**src/rtl/line_sequencer.sv**
```systemverilog
// Frame/line scan controller: sequences hsync, pixel-enable window and blanking
// for the free-running pixel counter across a configurable number of lines.
module line_sequencer #(
    parameter int PIX_W  = 8,
    parameter int LINE_W = 8,
    parameter int BLANK  = 4
) (
    input  logic              clk,
    input  logic              rst,
    input  logic              start,
    input  logic              abort,
    input  logic [PIX_W-1:0]  line_len,
    input  logic [LINE_W-1:0] num_lines,
    output logic              hsync,
    output logic              pix_en,
    output logic [PIX_W-1:0]  pix_idx,
    output logic [LINE_W-1:0] line_idx,
    output logic              busy,
    output logic              frame_done
);

    // state    | meaning
    // S_IDLE   | waiting for a start with non-zero configuration
    // S_SYNC   | one-cycle hsync at the head of a line
    // S_ACTIVE | pixel window, pix_idx counts 0..len-1
    // S_BLANK  | idle cycles between lines
    // S_DONE   | one-cycle frame_done pulse
    typedef enum logic [2:0] {
        S_IDLE,
        S_SYNC,
        S_ACTIVE,
        S_BLANK,
        S_DONE
    } state_t;

    localparam logic [15:0] BLANK_LOAD = 16'((BLANK > 0) ? BLANK - 1 : 0);

    state_t            state;
    state_t            state_nxt;
    logic [PIX_W-1:0]  len_q;
    logic [LINE_W-1:0] lines_q;
    logic [15:0]       blank_cnt;
    logic              start_ok;
    logic              pix_last;
    logic              line_last;
    logic              blank_last;

    assign start_ok   = start && (line_len != '0) && (num_lines != '0);
    assign pix_last   = (pix_idx == len_q - PIX_W'(1));
    assign line_last  = (line_idx == lines_q - LINE_W'(1));
    assign blank_last = (blank_cnt == '0);

    always_ff @(posedge clk or posedge rst) begin
        if (rst) begin
            state <= S_IDLE;
        end else begin
            state <= state_nxt;
        end
    end

    always_comb begin
        state_nxt = state;
        case (state)
            S_IDLE:   if (start_ok) state_nxt = S_SYNC;
            S_SYNC:   state_nxt = S_ACTIVE;
            S_ACTIVE: begin
                if (pix_last) begin
                    if (line_last)      state_nxt = S_DONE;
                    else if (BLANK > 0) state_nxt = S_BLANK;
                    else                state_nxt = S_SYNC;
                end
            end
            S_BLANK:  if (blank_last) state_nxt = S_SYNC;
            S_DONE:   state_nxt = S_IDLE;
            default:  state_nxt = S_IDLE;
        endcase
        // abort overrides everything, including the DONE pulse that would follow
        if (abort) state_nxt = S_IDLE;
    end

    always_ff @(posedge clk or posedge rst) begin
        if (rst) begin
            len_q     <= '0;
            lines_q   <= '0;
            pix_idx   <= '0;
            line_idx  <= '0;
            blank_cnt <= '0;
        end else begin
            if (state == S_IDLE && state_nxt == S_SYNC) begin
                len_q   <= line_len;
                lines_q <= num_lines;
            end

            if (state_nxt == S_IDLE) begin
                pix_idx  <= '0;
                line_idx <= '0;
            end else if (state_nxt == S_SYNC) begin
                pix_idx <= '0;
                if (state != S_IDLE) line_idx <= line_idx + LINE_W'(1);
            end else if (state == S_ACTIVE && state_nxt == S_ACTIVE) begin
                pix_idx <= pix_idx + PIX_W'(1);
            end

            // blanking timer: down-counter loaded on entry, terminal at zero
            if (state_nxt == S_BLANK && state != S_BLANK) begin
                blank_cnt <= BLANK_LOAD;
            end else if (state == S_BLANK && !blank_last) begin
                blank_cnt <= blank_cnt - 16'd1;
            end
        end
    end

    assign hsync      = (state == S_SYNC);
    assign pix_en     = (state == S_ACTIVE);
    assign busy       = (state != S_IDLE);
    assign frame_done = (state == S_DONE);

endmodule

```
**config.mk**
```make
export PLATFORM = sky130hd
export DESIGN_NAME = line_sequencer
export DESIGN_NICKNAME = d
export VERILOG_FILES = /design/src/rtl/line_sequencer.sv
export SDC_FILE = /design/constraint.sdc
export NUM_CORES = 1
export LEC_CHECK = 0
export CAP_MARGIN = 10
export CORE_MARGIN = 4
export CORE_UTILIZATION = 45
export CTS_BUF_LIST = sky130_fd_sc_hd__clkbuf_4
export DETAILED_ROUTE_END_ITERATION = 10
export MAX_ROUTING_LAYER = met4
export PLACE_DENSITY = 0.78
export REMOVE_ABC_BUFFERS = 1
export SYNTH_ARGS = -nofsm -noshare
export SYNTH_HDL_FRONTEND = slang
export SYNTH_SLANG_ARGS = --single-unit
```
**constraint.sdc**
```tcl
create_clock -name clk -period 2.65 [get_ports clk]
set_clock_uncertainty 0.1 [all_clocks]
set_input_delay 0.53 -clock clk [delete_from_list [all_inputs] [get_ports clk]]
set_output_delay 0.53 -clock clk [all_outputs]
set_load 0.02 [all_outputs]
```
# ---- Word-level counts from Yosys, hierarchy flattened
# Cells that the tools add are included.
dict set report word_totals {
  register_bits 51
  wordCells 53
  inputBits 20
}
dict set report op_classes {
  n_eq_ne 10
  reduce_logical 18
  n_mux 14
  addsub 5
}
# cell count
set op_table {}
lappend op_table {{$mux 8} 6}
lappend op_table {{$mux 16} 2}
lappend op_table {{$add 8x1->8 const B} 2}
lappend op_table {{$eq 8x8->1} 2}
lappend op_table {{$logic_not 16->1} 1}
lappend op_table {{$reduce_bool 8->1} 2}
lappend op_table {{$sub 16x1->16 const B} 1}
lappend op_table {{$sub 8x1->8 const B} 2}
lappend op_table {{$mux 3} 5}
lappend op_table {{$eq 3x2->1 const B} 4}
lappend op_table {{$pmux 3 s4} 1}
lappend op_table {{$eq 3x1->1 const B} 2}
lappend op_table {{$logic_and 1x1->1} 6}
lappend op_table {{$logic_not 3->1} 2}
lappend op_table {{$reduce_bool 2->1} 3}
lappend op_table {{$reduce_bool 3->1} 2}
lappend op_table {{$eq 3x3->1 const B} 1}
lappend op_table {{$ne 3x2->1 const B} 1}
lappend op_table {{$reduce_and 2->1} 1}
lappend op_table {{$logic_not 1->1} 1}

# ---- Logic depth before layout (Yosys ltp)
dict set report depth {
  depth_word 11
  depth_mapped 11
}

# ---- Worst setup path after synthesis
# Ideal clock, no wire load.
dict set report synth_path {
  path_kind {register to register}
  from {register len_q[0]}
  to {register blank_cnt[10]}
  setup_time_ps 121
  setup_slack_ps -114
  path_stages_with_launch 12
  t_required_ps 2429
  synth_period_minus_slack_ps 2764
  n_path_buf 3
  arrival_time_ps 2542
  cell_sequence {dfrtp_1 > clkbuf_1 > inv_1 > ha_1 > clkbuf_2 > nor2b_1 > or3_1 > a31o_2 > a211o_4 > a311oi_4 > buf_2 > nor2_1}
}
dict set report synth_via {
  elab_chain_len 8
}
# element line
set synth_lines {}
lappend synth_lines {{start, declared} 40} ;# logic [PIX_W-1:0] len_q;
lappend synth_lines {{start signal, assigned} 90} ;# len_q <= line_len;
lappend synth_lines {{$sub 8x1->8 (*)} 49} ;# assign pix_last = (pix_idx == len_q - PIX_W'(1));
lappend synth_lines {{$eq 8x8->1 (*)} 49}
lappend synth_lines {{$mux 3 (*)} 67} ;# if (pix_last) begin
lappend synth_lines {{$pmux 3 s4 (*)} 63} ;# case (state)
lappend synth_lines {{$mux 3 (*)} 78} ;# if (abort) state_nxt = S_IDLE;
lappend synth_lines {{$eq 3x2->1 (*)} 105} ;# if (state_nxt == S_BLANK && state != S_BLANK) begin
lappend synth_lines {{$logic_and 1x1->1 (*)} 105}
lappend synth_lines {{$mux 16 or $reduce_bool 2->1 (tied branches)} -}
lappend synth_lines {{end signal, assigned} 108} ;# blank_cnt <= blank_cnt - 16'd1;
lappend synth_lines {{end, declared} 42} ;# logic [15:0] blank_cnt;
# Every way passes the cells marked *; elsewhere a longest branch is shown, timed or not.
# A chain may end at the register's enable or synchronous reset.

# ---- Final worst setup path
dict set report layout_path {
  from {register state[0]}
  to {output port hsync}
}
dict set report layout_via {
  elab_chain_len 1
}
# element line
set layout_lines {}
lappend layout_lines {{start, declared} 38} ;# state_t state;
lappend layout_lines {{start signal, assigned} 57} ;# state <= state_nxt;
lappend layout_lines {{$eq 3x1->1} 113} ;# assign hsync = (state == S_SYNC);
lappend layout_lines {{end, declared} 14} ;# output logic hsync,
# Every way passes these cells.

==> results.json <==
{
  "grt_pass1_vias": 2469,
  "setup_viol": 0,
  "grt_max_degree": 22,
  "slowest_stage": "clkdlybuf4s50_1",
  "setup_ws_ns": 0.120,
  "pre_cts_slack_ns": 0.107,
  "post_cts_resize_count": 0,
  "avgRoutedWirePerCell_um": 15.4,
  "post_cts_buffers": 0,
  "cts_root_buffer": "clkbuf_4",
  "fin_nets": 379,
  "synthAdderAreaFrac_pct": 2.09,
  "synthArstFlopShare_pct": 100,
  "p_int_mw": 1.45,
  "synth_compound_area_share_pct": 11.0,
  "ir_worst_vdd_mv": 0.419,
  "synth_area_um2": 2990,
  "slowest_delay_ns": 0.68,
  "end_kind": "output pin",
  "htreeDepth": 2,
  "wirelength_um": 6650,
  "grt_usage_pct": 18.5,
  "drive_gt1_share_pct": 15.5,
  "area_delta_synth_final_pct": 21.7,
  "gp_congestion": 0.838,
  "p_seq_share_pct": 48.9,
  "hold_class": "in2async",
  "synth_simple_gate_area_share_pct": 24.1,
  "cts_tree": "yes",
  "path_class": "reg2out",
  "fin_crit_sh_pct": 95.5,
  "finish.utilization_pct": 57.0,
  "synth_xor_area_share_pct": 10.8,
  "worstReg2RegEnd": "pix_idx[3]$_DFFE_PP0P_",
  "finalHoldViolations": 0,
  "yosys-mux-area-fraction_pct": 6.40,
  "fill_cells": 556,
  "io_buffers": 39,
  "critPathMaxFanout": 7,
  "stdcell_area_um2": 3640,
  "antenna_cells": 0,
  "synth_top_family_by_area": "simple AND/OR/NAND/NOR gates",
  "grt_pass1_wl_um": 11200,
  "relSlewSlack_pct": 70.1,
  "maxSlewViolCount": 0,
  "period_needed_ns": 2.53,
  "reg2reg_slack_ns": 0.15,
  "clk_latency_ns": 0.38,
  "yosysUniqueCellTypes": 51,
  "final_cells": 432,
  "initial_core_util_pct": 46.8,
  "synthCells": 305,
  "drt_iter0_markers": 122,
  "timing.rr.start": "len_q[0]$_DFFE_PP0P_",
  "rsz0062_at_grt": "no",
  "crit_arrival_ns": 1.90,
  "timing.fmax_ghz": 0.395,
  "dp_cells": 424,
  "p_leak_nw": 1.40,
  "p_sw_mw": 0.747,
  "synth_flop_cell": "dfrtp_1",
  "worstPathRequired_ns": 2.02,
  "p_per_area_nw_per_um2": 604,
  "swShare_pct": 34.0,
  "r2r_cells": 9,
  "clock_sinks": 51,
  "fp.dieH_um": 89.5,
  "grt_overflow": 0,
  "postCtsHoldBufs": 0,
  "fp.dieArea_um2": 8020,
  "synth.yosys.seq_area_share_pct": 42.7,
  "vias": 2432,
  "clkPwrFrac_pct": 21.1,
  "cts_made_buffers": 5,
  "worstSetupStartpointType": "flop",
  "maxCapViolCount": 0,
  "synth_edf_count": 0,
  "clk_path_buf_depth": 2,
  "placed_area_um2": 3540,
  "crit_chain": "nor3b_1, clkdlybuf4s50_1",
  "drc_errors": 0,
  "syn_avg_cell_area_um2": 9.81,
  "antenna_found_initial": 0,
  "clk_pin_slew_ns": 0.16,
  "core_area_um2": 6390,
  "outcome": "completed",
  "ant_nets": 0,
  "first_pass_iters": 4,
  "tns_ns": 0,
  "ys_ff_latch": 51,
  "comb_power_share_pct": 30.0,
  "dp_hpwl_um": 5120,
  "vias_per_cell": 5.63,
  "tightestPinTransition_ns": 0.443,
  "ys.warnings.count": 0,
  "io_pins": 40,
  "die_x_um": 89.5,
  "std_cell_rows": 29
}
==> logic make-up (layout without fill, tap and decap cells) <==
kind of cell               after synthesis  after routing
and+or+nand+nor                        128            128
adders and majority gates                5              5
AOI/OAI and AO/OA                       45             45
muxes                                   17             17
buffers and inverters                   22             72
DFF                                     51             51
xor gates and xnor gates                37             37
==> worst max path at each step <==
stage                             start                        to  slack, ns  depth (start not counted)
2_1_floorplan  blank_cnt[0]$_DFFE_PP0P_  blank_cnt[7]$_DFFE_PP0P_      -0.22                          8
5_1_grt              state[0]$_DFF_PP0_                     hsync      0.003                          2
3_3_place_gp       len_q[0]$_DFFE_PP0P_    pix_idx[3]$_DFFE_PP0P_       0.14                          9
6_report             state[0]$_DFF_PP0_                     hsync       0.12                          2
3_5_place_dp       len_q[0]$_DFFE_PP0P_    pix_idx[3]$_DFFE_PP0P_       0.11                          9
4_1_cts            len_q[0]$_DFFE_PP0P_    pix_idx[3]$_DFFE_PP0P_       0.09                          9
==> cell usage after synthesis (5+ instances only) <==
cell	number	area share [%]
a21oi_1	11	1.8
and3_1	7	1.5
clkbuf_1	7	0.88
dfrtp_1	51	43
ha_1	5	2.1
inv_1	11	1.4
mux2_2	17	6.4
nand2_1	13	1.6
nand3_1	10	1.7
nand4_1	8	1.7
nor2_1	35	4.4
nor3_1	13	2.2
nor4_1	7	1.5
o21ai_0	8	1.3
or3_1	6	1.3
xnor2_1	24	7.0
xor2_1	13	3.8
==> cell usage in the layout (no fill, tap or decap), types with 4 or more instances in the layout <==
cell	instances
nand2_1	13
clkdlybuf4s50_1	39
xnor2_1	24
o21ai_0	8
nor2_1	35
a22o_1	4
nand4_1	8
clkbuf_4	5
nor3b_1	4
nand2b_1	4
or3_1	6
nor3_1	13
inv_1	10
xor2_1	13
nand3_1	10
dfrtp_1	51
buf_4	13
mux2_2	17
nor4_1	7
a21oi_1	11
ha_1	4
and3_1	7
==> power groups by stage <==
stage	Sequential, mW	Clock [mW]	Combinational, mW
after floorplan	1.06	0	0.459
after global placement	1.08	0	0.631
after detailed placement	1.09	0	0.659
after CTS	1.08	0.479	0.663
after global routing	1.10	0.511	0.739
final	1.08	0.465	0.659
==> through the flow <==
| stage | total power [mW] | hold slack, ns |
|---|---|---|
| after floorplan | 1.52 | 0.400 |
| after global placement | 1.72 | 0.420 |
| after detailed placement | 1.75 | 0.423 |
| after CTS | 2.22 | 0.341 |
| after global routing | 2.35 | 0.366 |
| final | 2.20 | 0.339 |
==> state kept, by name, indices dropped and copies added (netlist names) <==
name	count
len_q	8
state	3
pix_idx	8
lines_q	8
line_idx	8
blank_cnt	16
==> layout make-up <==
cell class / instances / area, um2 / area share (%)
tap: 77 / 96.3 / 2.65
clock inverter: 3 / 47.5 / 1.31
inverter: 11 / 41.3 / 1.13
clock buffer: 5 / 37.5 / 1.03
timing repair buffer: 53 / 499 / 13.7
sequential: 51 / 1280 / 35.1
multi-input combinational: 232 / 1640 / 45.1
==> worst max-delay path, delay by kind of cell (launching register included) <==
kind                   cells  cell delay (ns)
buffers and inverters      1             0.68
AND/OR/NAND/NOR            1             0.35
flip-flops                 1             0.49
==> routing by layer <==
metal | track usage [%] | part of all wire (%)
met3 | 3.32 | 3.6
met5 | - | 0
met1 | 23.8 | 46
met2 | 29.6 | 49
met4 | 5.82 | 2.0
Note: power is estimated with default switching activity, not from simulation.
